===== src/rtl/delay_slot_cand_queue.sv =====
// Candidate queue feeding the delay-slot scheduler: presents head/head+1, applies pop/extract/NOP decisions.
// Optional macro DSQ_WAIT_TIMEOUT_EN: after WAIT_LIMIT consecutive waits the next wait issues a NOP slot.
`ifndef INST_NOP
`define INST_NOP 32'h0000_0000
`endif

module delay_slot_cand_queue #(
  parameter int DEPTH      = 4,
  parameter int CNT_W      = 3,
  parameter int WAIT_LIMIT = 4
) (
  input  logic        clk,
  input  logic        rst,
  input  logic        fetch_valid,
  input  logic [31:0] fetch_instr,
  input  logic [31:0] fetch_pc,
  output logic        fetch_ready,
  input  logic        flush,
  input  logic        deq,
  input  logic        dec_valid,
  input  logic        dec_manual,
  input  logic        dec_auto,
  input  logic        dec_wait,
  input  logic        dec_nop,
  output logic        cand0_valid,
  output logic [31:0] cand0_instr,
  output logic [31:0] cand0_pc,
  output logic        cand1_valid,
  output logic [31:0] cand1_instr,
  output logic [31:0] cand1_pc,
  output logic        slot_valid,
  output logic [31:0] slot_instr,
  output logic [31:0] slot_pc,
  output logic        slot_is_nop,
  output logic        stall
);

  if (DEPTH < 2 || WAIT_LIMIT < 1 || (2 ** CNT_W) <= DEPTH) begin : g_bad_params
    $error("delay_slot_cand_queue: invalid parameter set");
  end

  logic [31:0]      instr_q [DEPTH];
  logic [31:0]      instr_d [DEPTH];
  logic [31:0]      pc_q    [DEPTH];
  logic [31:0]      pc_d    [DEPTH];
  logic [CNT_W-1:0] count_q, count_d;
  logic             slot_valid_q, slot_valid_d;
  logic [31:0]      slot_instr_q, slot_instr_d;
  logic [31:0]      slot_pc_q, slot_pc_d;
  logic             slot_is_nop_q, slot_is_nop_d;
  logic             stall_q, stall_d;

  logic             pick_man, pick_auto, pick_nop, pick_wait;
  logic             timeout_hit;
  logic             remove, rm_at1, enq;
  logic [CNT_W-1:0] wr_idx;

`ifdef DSQ_WAIT_TIMEOUT_EN
  localparam int WC_W = $clog2(WAIT_LIMIT + 1);
  logic [WC_W-1:0] wait_cnt_q, wait_cnt_d;

  assign timeout_hit = (wait_cnt_q >= WC_W'(WAIT_LIMIT));

  always_comb begin
    wait_cnt_d = '0;
    if (!flush && pick_wait) wait_cnt_d = wait_cnt_q + WC_W'(1);
  end

  always_ff @(posedge clk or posedge rst) begin
    if (rst) wait_cnt_q <= '0;
    else     wait_cnt_q <= wait_cnt_d;
  end
`else
  assign timeout_hit = 1'b0;
`endif

  assign fetch_ready = (count_q < CNT_W'(DEPTH));
  assign cand0_valid = (count_q != '0);
  assign cand1_valid = (count_q >= CNT_W'(2));
  assign cand0_instr = instr_q[0];
  assign cand0_pc    = pc_q[0];
  assign cand1_instr = instr_q[1];
  assign cand1_pc    = pc_q[1];
  assign slot_valid  = slot_valid_q;
  assign slot_instr  = slot_instr_q;
  assign slot_pc     = slot_pc_q;
  assign slot_is_nop = slot_is_nop_q;
  assign stall       = stall_q;

  // Decision decode: manual > auto > wait > nop; unsatisfiable manual/auto degrade to a NOP slot.
  always_comb begin
    pick_man  = 1'b0;
    pick_auto = 1'b0;
    pick_nop  = 1'b0;
    pick_wait = 1'b0;
    if (dec_valid) begin
      if (dec_manual) begin
        if (count_q != '0) pick_man = 1'b1;
        else               pick_nop = 1'b1;
      end else if (dec_auto) begin
        if (count_q >= CNT_W'(2)) pick_auto = 1'b1;
        else                      pick_nop  = 1'b1;
      end else if (dec_wait) begin
        if (timeout_hit) pick_nop  = 1'b1;
        else             pick_wait = 1'b1;
      end else if (dec_nop) begin
        pick_nop = 1'b1;
      end
    end
  end

  always_comb begin
    instr_d       = instr_q;
    pc_d          = pc_q;
    count_d       = count_q;
    slot_valid_d  = 1'b0;
    slot_instr_d  = slot_instr_q;
    slot_pc_d     = slot_pc_q;
    slot_is_nop_d = slot_is_nop_q;
    stall_d       = 1'b0;
    remove        = 1'b0;
    rm_at1        = 1'b0;
    enq           = fetch_valid && fetch_ready && !flush;

    if (flush) begin
      count_d = '0;
    end else begin
      if (pick_man) begin
        slot_valid_d  = 1'b1;
        slot_instr_d  = instr_q[0];
        slot_pc_d     = pc_q[0];
        slot_is_nop_d = (instr_q[0] == `INST_NOP);
        remove        = 1'b1;
      end else if (pick_auto) begin
        slot_valid_d  = 1'b1;
        slot_instr_d  = instr_q[1];
        slot_pc_d     = pc_q[1];
        slot_is_nop_d = (instr_q[1] == `INST_NOP);
        remove        = 1'b1;
        rm_at1        = 1'b1;
      end else if (pick_nop) begin
        slot_valid_d  = 1'b1;
        slot_instr_d  = `INST_NOP;
        slot_pc_d     = '0;
        slot_is_nop_d = 1'b1;
      end else if (pick_wait) begin
        stall_d = 1'b1;
      end else if (!dec_valid && deq && count_q != '0) begin
        remove = 1'b1;
      end

      // Extraction closes the gap at index 0 (pop) or 1 (hoist); entry[0] survives a hoist.
      if (remove) begin
        for (int unsigned i = 0; i < DEPTH - 1; i++) begin
          if (!(rm_at1 && i == 0)) begin
            instr_d[i] = instr_q[i+1];
            pc_d[i]    = pc_q[i+1];
          end
        end
        instr_d[DEPTH-1] = '0;
        pc_d[DEPTH-1]    = '0;
      end

      if (enq) begin
        for (int unsigned i = 0; i < DEPTH; i++) begin
          if (CNT_W'(i) == wr_idx) begin
            instr_d[i] = fetch_instr;
            pc_d[i]    = fetch_pc;
          end
        end
      end

      count_d = count_q - CNT_W'(remove) + CNT_W'(enq);
    end
  end

  assign wr_idx = count_q - CNT_W'(remove);

  always_ff @(posedge clk or posedge rst) begin
    if (rst) begin
      for (int unsigned i = 0; i < DEPTH; i++) begin
        instr_q[i] <= '0;
        pc_q[i]    <= '0;
      end
      count_q       <= '0;
      slot_valid_q  <= 1'b0;
      slot_instr_q  <= `INST_NOP;
      slot_pc_q     <= '0;
      slot_is_nop_q <= 1'b0;
      stall_q       <= 1'b0;
    end else begin
      instr_q       <= instr_d;
      pc_q          <= pc_d;
      count_q       <= count_d;
      slot_valid_q  <= slot_valid_d;
      slot_instr_q  <= slot_instr_d;
      slot_pc_q     <= slot_pc_d;
      slot_is_nop_q <= slot_is_nop_d;
      stall_q       <= stall_d;
    end
  end

endmodule


===== config.mk =====
export PLATFORM = sky130hd
export DESIGN_NAME = delay_slot_cand_queue
export DESIGN_NICKNAME = d
export VERILOG_FILES = /design/src/rtl/delay_slot_cand_queue.sv
export SDC_FILE = /design/constraint.sdc
export NUM_CORES = 1
export LEC_CHECK = 0
export CAP_MARGIN = 15
export CORE_MARGIN = 2
export CORE_UTILIZATION = 55
export DETAILED_ROUTE_END_ITERATION = 8
export GPL_ROUTABILITY_DRIVEN = 0
export GPL_TIMING_DRIVEN = 0
export PLACE_DENSITY = 0.93
export SLEW_MARGIN = 25
export SYNTH_ARGS = -nofsm -noshare
export SYNTH_HDL_FRONTEND = slang
export SYNTH_SLANG_ARGS = --single-unit

===== constraint.sdc =====
create_clock -name clk -period 22.2 [get_ports clk]
set_input_delay 3.33 -clock clk [delete_from_list [all_inputs] [get_ports clk]]
set_output_delay 3.33 -clock clk [all_outputs]
set_load 0.02 [all_outputs]

==> impl_metrics.json <==
{
  "grt_pass1_wl_um": 79600,
  "max_freq_mhz": 135,
  "drt_iter0_drc": 2024,
  "fin_ws_ps": 14800,
  "cts_resized": 0,
  "max_stage_delay_ps": 730,
  "cp-start-kind": "primary input",
  "min_to": "pc_q[27]$_DFFE_PP0N_",
  "worst_setup_path_end_kind": "register",
  "worstSetupPathType": "primary input to register",
  "rsz0062_at_grt": "no",
  "cts_setup_buffers": 0,
  "synthFlopType": "dfrtp_1",
  "fin_crit_ps": 7400,
  "insertion_delay_ps": 530,
  "cpMaxStageDelayCell": "clkbuf_1",
  "die_h_um": 172,
  "holdPathStages": 2,
  "grt_pass1_vias": 14600,
  "irDropWorstVdd_uv": 84.0,
  "ys_warn_count": 0,
  "regToRegSetupSlack_ps": 17410,
  "yosysSeqAreaShare": 0.525,
  "r2r_start": "count_q[2]$_DFF_PP0_",
  "slew_headroom": 0.254,
  "holdWs_ps": 519,
  "viasPerCell": 6.25,
  "numCtsBuffers": 35,
  "first_pass_iters": 6,
  "r2r-end": "cand0_instr[5]$_DFFE_PP0N_",
  "grt_max_degree": 102,
  "setup_tns_ps": 0,
  "power_density_nw_per_um2": 145,
  "io_buffers": 271,
  "grt_usage": 0.346,
  "cts_hold_buf": 0,
  "antenna_found_initial": 6,
  "synth_area_um2": 15600,
  "crit_fanout": 10,
  "syn_avg_cell_area_um2": 9.24,
  "synth_edf_count": 0,
  "drv_cap": 0,
  "htreeDepth": 2,
  "drv_slew": 0,
  "reg2reg_depth": 18,
  "finClkSkew_ps": 28.4,
  "io_pins": 272,
  "dp_hpwl_um": 35500,
  "final_nets": 2076,
  "std_cell_rows": 61,
  "crit_required_ps": 22670,
  "layout-area-overhead-vs-synth_pct": 28.8,
  "min-delay-path-class": "register to register",
  "fill_cells": 1893,
  "cts.clk_slew.worst_paths_ps": 60,
  "dieArea_um2": 29600,
  "grt_overflow": 0,
  "clock-sinks": 326,
  "root_buffer": "clkbuf_16",
  "routed_wl_um": 51400,
  "vias": 15000,
  "cp.arrival_ps": 7860,
  "fp.dieW_um": 172,
  "postLayoutCoreUtil": 0.721,
  "leakagePower_nw": 8.50,
  "setup_violations": 0,
  "core_um2": 27800,
  "drc_errors": 0,
  "initial_core_util": 0.560,
  "status": "finished clean",
  "worst_pin_slew_ps": 1110,
  "clock_path_buffers": 3,
  "syn_inst": 1684,
  "ant_nets": 0,
  "async_flop_share": 1.00,
  "hp-start": "pc_q[27]$_DFFE_PP0N_",
  "drive_gt1_frac": 0.130,
  "dp_cells": 2336,
  "wl_per_cell_um": 21.4,
  "cp_cell_sequence": "clkdlybuf4s50_1 -> mux2_2 -> and2_4 -> o21bai_1 -> buf_4 -> inv_2 -> buf_6 -> buf_6 -> buf_6 -> ha_1 -> ha_1 -> clkbuf_1 -> nand3_1 -> clkbuf_1 -> clkbuf_1 -> o22a_1 -> o22a_1",
  "ys_ff_latch": 326,
  "post-place-ws_ps": 14420,
  "stdcell_count": 2407,
  "period_share": 0.333,
  "synth_cell_types": 42,
  "hold_viol_final": 0,
  "cts_tree": "done",
  "synth_nets": 1765
}
## routing by layer
metal / global-route usage / wire length [µm] / vias to the layer above
met5: 0 / 0 / -
met3: 0.0840 / 5590 / 282
met2: 0.545 / 23900 / 1150
met1: 0.437 / 18700 / 7273
met4: 0.201 / 3200 / 0
li1: - / - / 6344
## sequential cells by signal, indices dropped and copies added, names as in the netlist
register     cells
stall            1
slot_valid       1
slot_pc         32
cand0_instr     32
cand1_instr     32
slot_is_nop      1
cand1_pc        32
count_q          3
pc_q            64
slot_instr      32
cand0_pc        32
instr_q         64
## cell usage after synthesis (2+ instances only)
cell type,instances,area [µm²]
inv_1,8,30.0
buf_4,131,983
a22oi_1,64,480
a31oi_1,124,776
nor2b_1,2,12.5
buf_2,36,180
dfrtp_1,326,8160
nand4_1,4,25.0
ha_1,6,75.1
o21ai_0,22,110
o22a_1,128,1120
nor4_1,20,125
buf_6,16,180
o21ai_1,37,185
nand3_1,2,10.0
o21ai_2,8,70.1
and3_1,2,12.5
clkbuf_1,71,267
nor2_1,198,743
nor3_1,9,45.0
buf_1,5,18.8
nand2_1,382,1430
a21oi_1,64,320
## power breakdown
| group | internal, mW | switching [mW] |
|---|---|---|
| sequential | 0.830 | 0.228 |
| clock | 0.352 | 0.245 |
| combinational | 0.627 | 0.620 |
| total | 1.81 | 1.09 |
## placed cells by master (no fill, tap or decap), types with 2 or more instances in the layout
cell	instances
nand2_1	382
dfrtp_1	326
clkdlybuf4s50_1	271
nor2_1	198
buf_4	131
o22a_1	128
a31oi_1	124
clkbuf_1	80
a22oi_1	64
a21oi_1	64
o21ai_1	37
buf_2	36
clkbuf_16	36
o21ai_0	22
nor4_1	20
buf_6	16
clkbuf_8	12
nor3_1	9
o21ai_2	8
diode_2	7
inv_1	7
ha_1	6
buf_1	5
nand4_1	4
clkinv_2	3
buf_16	3
nor2b_1	2
and3_1	2
nand3_1	2
## how the worst max path moves through the flow
stage                                       to      start  slack [ps]  cells after the start
floorplan           cand0_instr[0]$_DFFE_PP0N_        rst        9840                      1
detailed placement  cand0_instr[1]$_DFFE_PP0N_  dec_valid       14420                     17
finish              cand0_instr[5]$_DFFE_PP0N_  dec_valid       14800                     17
CTS                 cand0_instr[5]$_DFFE_PP0N_  dec_valid       14950                     17
global placement        slot_pc[7]$_DFFE_PP0P_        rst        6310                      2
global route        cand0_instr[5]$_DFFE_PP0N_  dec_valid       14670                     17
## area by class of cell
class                   count  area (µm²)  area share
flip-flops and latches    326        8160       0.407
multi-input cells        1090        5740       0.286
repair buffers            274        2800       0.140
plain buffers             259        1630      0.0813
clock buffers              57        1100      0.0549
well taps                 378         473      0.0236
clock inverters             7        77.6     0.00387
inverters                   9        41.3     0.00206
diodes                      7        17.5    0.000875
## stage by stage
step	cell area, µm²	power [mW]
finish	20000	2.90
global route	20000	3.03
CTS	20000	2.88
detailed placement	18800	2.28
global placement	18700	2.22
floorplan	15600	1.77
## worst max-delay path, delay by kind of cell
kind | cells | cell delay (ps)
AND/OR/NAND/NOR | 2 | 370
adder cells (fa/ha/maj) | 2 | 470
buffers and inverters | 9 | 2740
AO/OA/AOI/OAI | 3 | 560
multiplexers | 1 | 370
## cell families after synthesis
kind of cell / after synthesis / synth area share
mux: 1 / 0.000724
buf+inv: 268 / 0.107
compound gates: 451 / 0.199
xor+xnor: 1 / 0.000563
simple gates: 630 / 0.162
flops: 326 / 0.525
fa+ha+maj: 7 / 0.00611
Note: power is estimated with default switching activity, not from simulation.
==> patch (same flow settings) <==
The option `DSQ_WAIT_TIMEOUT_EN` is turned on by a define.
--- a/src/rtl/delay_slot_cand_queue.sv
+++ b/src/rtl/delay_slot_cand_queue.sv
@@ -1,4 +1,6 @@
 // Candidate queue feeding the delay-slot scheduler: presents head/head+1, applies pop/extract/NOP decisions.
 // Optional macro DSQ_WAIT_TIMEOUT_EN: after WAIT_LIMIT consecutive waits the next wait issues a NOP slot.
+`define DSQ_WAIT_TIMEOUT_EN
+
 `ifndef INST_NOP
 `define INST_NOP 32'h0000_0000
Formal check against the unedited RTL: no difference found for any inputs over 4 cycles, from zero or initial values and one cycle with rst high; that may be too few to reach the edited logic, so the function may still have changed.
==> patch against the original RTL <==
- total power decreased by 1.5%
- setup slack gained 220 ps
- routed wire length rose by 3.7%
- sequential cell count rose by 3
- area after synthesis rose by 0.28%
- fmax up 3.1%
- design area barely moved
- register-to-register slack better by 400 ps
==> patch: results (changes against the original RTL) <==
Global routing
  • Largest net degree at the start of global routing: 104 (was 102)
  • Global-route wire length before repair: 82580 µm (was 79610 µm)
  • Initial antenna violation count: 2 (was 6)
  • Overall Global Routing Usage: 36.05% (was 34.56%)

Cells and area
  • Registers with the most flip-flops: instr_q: 64 flops, pc_q: 64 flops (unchanged)
  • Share of cells above drive strength 1: 11.83% (was 12.96%)
  • Fill cell count: 1807 (was 1893)

Yosys
  • Distinct cells, synth: 37 (was 42)
  • Mean Syn Cell Area: 9.256 µm² (was 9.235 µm²)
  • Synth Net Count: 1766 (was 1765)
  • XOR/XNOR Fraction of Synth Area: 0.05616% (was 0.05632%)
  • Yosys warns: 0 (unchanged)
  • Mux contribution to synthesized area: 0.1364% (was 0.07241%)
  • Synth Area in Adders: 0.6097% (was 0.6114%)
  • Compound-Gate Fraction of Synth Area: 19.95% (was 19.93%)
  • Most frequent cells after synthesis: 382 x nand2_1, 329 x dfrtp_1, 196 x nor2_1 (was 382 x nand2_1, 326 x dfrtp_1, 198 x nor2_1)
  • Seq/Total Area, Yosys: 52.79% (was 52.45%)
  • Top post-synthesis cells by area: dfrtp_1 53%, nand2_1 9.2%, o22a_1 7.2% (was dfrtp_1 52%, nand2_1 9.2%, o22a_1 7.2%)

Critical path
  • Crit-path max FO: 10 (unchanged)
  • R2r setup slk: 17810 ps (was 17410 ps)
  • CP peak stage delay: 650 ps (was 730 ps)
  • Crit path DAT: 7590 ps (was 7860 ps)

Timing
  • Tcrit/Tclk final: 32.33% (was 33.33%)
  • Worst-Margin Slew: 999.8 ps (was 1109 ps)
  • Clock Skew: 10.58 ps (was 28.41 ps)
  • Hold_ws: 445.4 ps (was 519.0 ps)

Drt
  • Drt via density: 6.345 (was 6.252)
  • DR iter-0 viols: 1996 (was 2024)
  • Via Count: 15230 (was 15050)
  • First-pass detailed-route iteration total: 7 (was 6)
  • WL final: 53320 µm (was 51400 µm)

Clock tree
  • Deepest clock path buffer count: 3 (unchanged)
  • Num CTS Buffers: 34 (was 35)
  • CTS clk-pin slew, worst paths: 60 ps (about the same)
  • Clk Latency, worst-skew pair: 510 ps (was 530 ps)

Place
  • Hpwl dp: 36580 µm (was 35460 µm)
  • Placed cell count: 2337 (was 2336)
  • Dpl cell area: 18870 µm² (was 18830 µm²)

Pwr
  • Maximum vdd ir drop: 0.06081 mV (was 0.08404 mV)
  • Leak: 8.514 nW (was 8.498 nW)

Run status
  • Outcome: complete, no violations (unchanged)
-- patch: where the power goes --
part | switching, mW | total [mW] | internal [mW]
sequential | 0.225 | 1.04 | 0.816
combinational | 0.617 | 1.23 | 0.615
clock | 0.238 | 0.586 | 0.348
-- patch: final cells by class --
type                       count  area, µm²  area share [%]
tap                          378      473.0           2.363
timing repair buffer         274       2795           13.97
clock inverter                 8      90.09          0.4501
antenna                        2      5.005         0.02501
clock buffer                  53       1046           5.227
buffer                       261       1657           8.278
multi-input combinational   1084       5663           28.30
inverter                      11      51.30          0.2563
sequential                   329       8233           41.14
-- patch: layer usage --
metal | vias to the layer above | share of wire (%) | GRT usage (%) | routed length, µm
met1 | 7391 | 35 | 44.94 | 18930
met5 | - | 0 | 0 | 0
li1 | 6343 | - | - | -
met4 | 0 | 6.9 | 20.94 | 3678
met2 | 1187 | 45 | 56.14 | 24240
met3 | 308 | 12 | 10.55 | 6475
-- patch: cells by family after synthesis --
kind of cell,after synthesis
AOI/OAI and AO/OA,458
xor gates and xnor gates,1
adders and majority gates,7
buffers and inverters,272
DFF,329
muxes,2
and+or+nand+nor,616
-- patch: worst paths after layout --
path	startpoint	to	depth (start not counted)
setup reg to reg	count_q[1]	pc_q[11]	16
min in group asynchronous	rst	slot_pc[21]	2
setup / recovery	flush	pc_q[11]	14
max in group asynchronous	rst	slot_instr[20]	4
hold / removal	wait_cnt_q[0]	wait_cnt_q[0]	1
hold reg to reg	wait_cnt_q[0]	wait_cnt_q[0]	1
-- patch: critical path: cells and delay by family --
| family | cells | cell delay (ps) |
|---|---|---|
| and+or+nand+nor | 3 | 690 |
| AOI/OAI and AO/OA | 1 | 130 |
| adders and majority gates | 2 | 530 |
| buffers and inverters | 8 | 2910 |
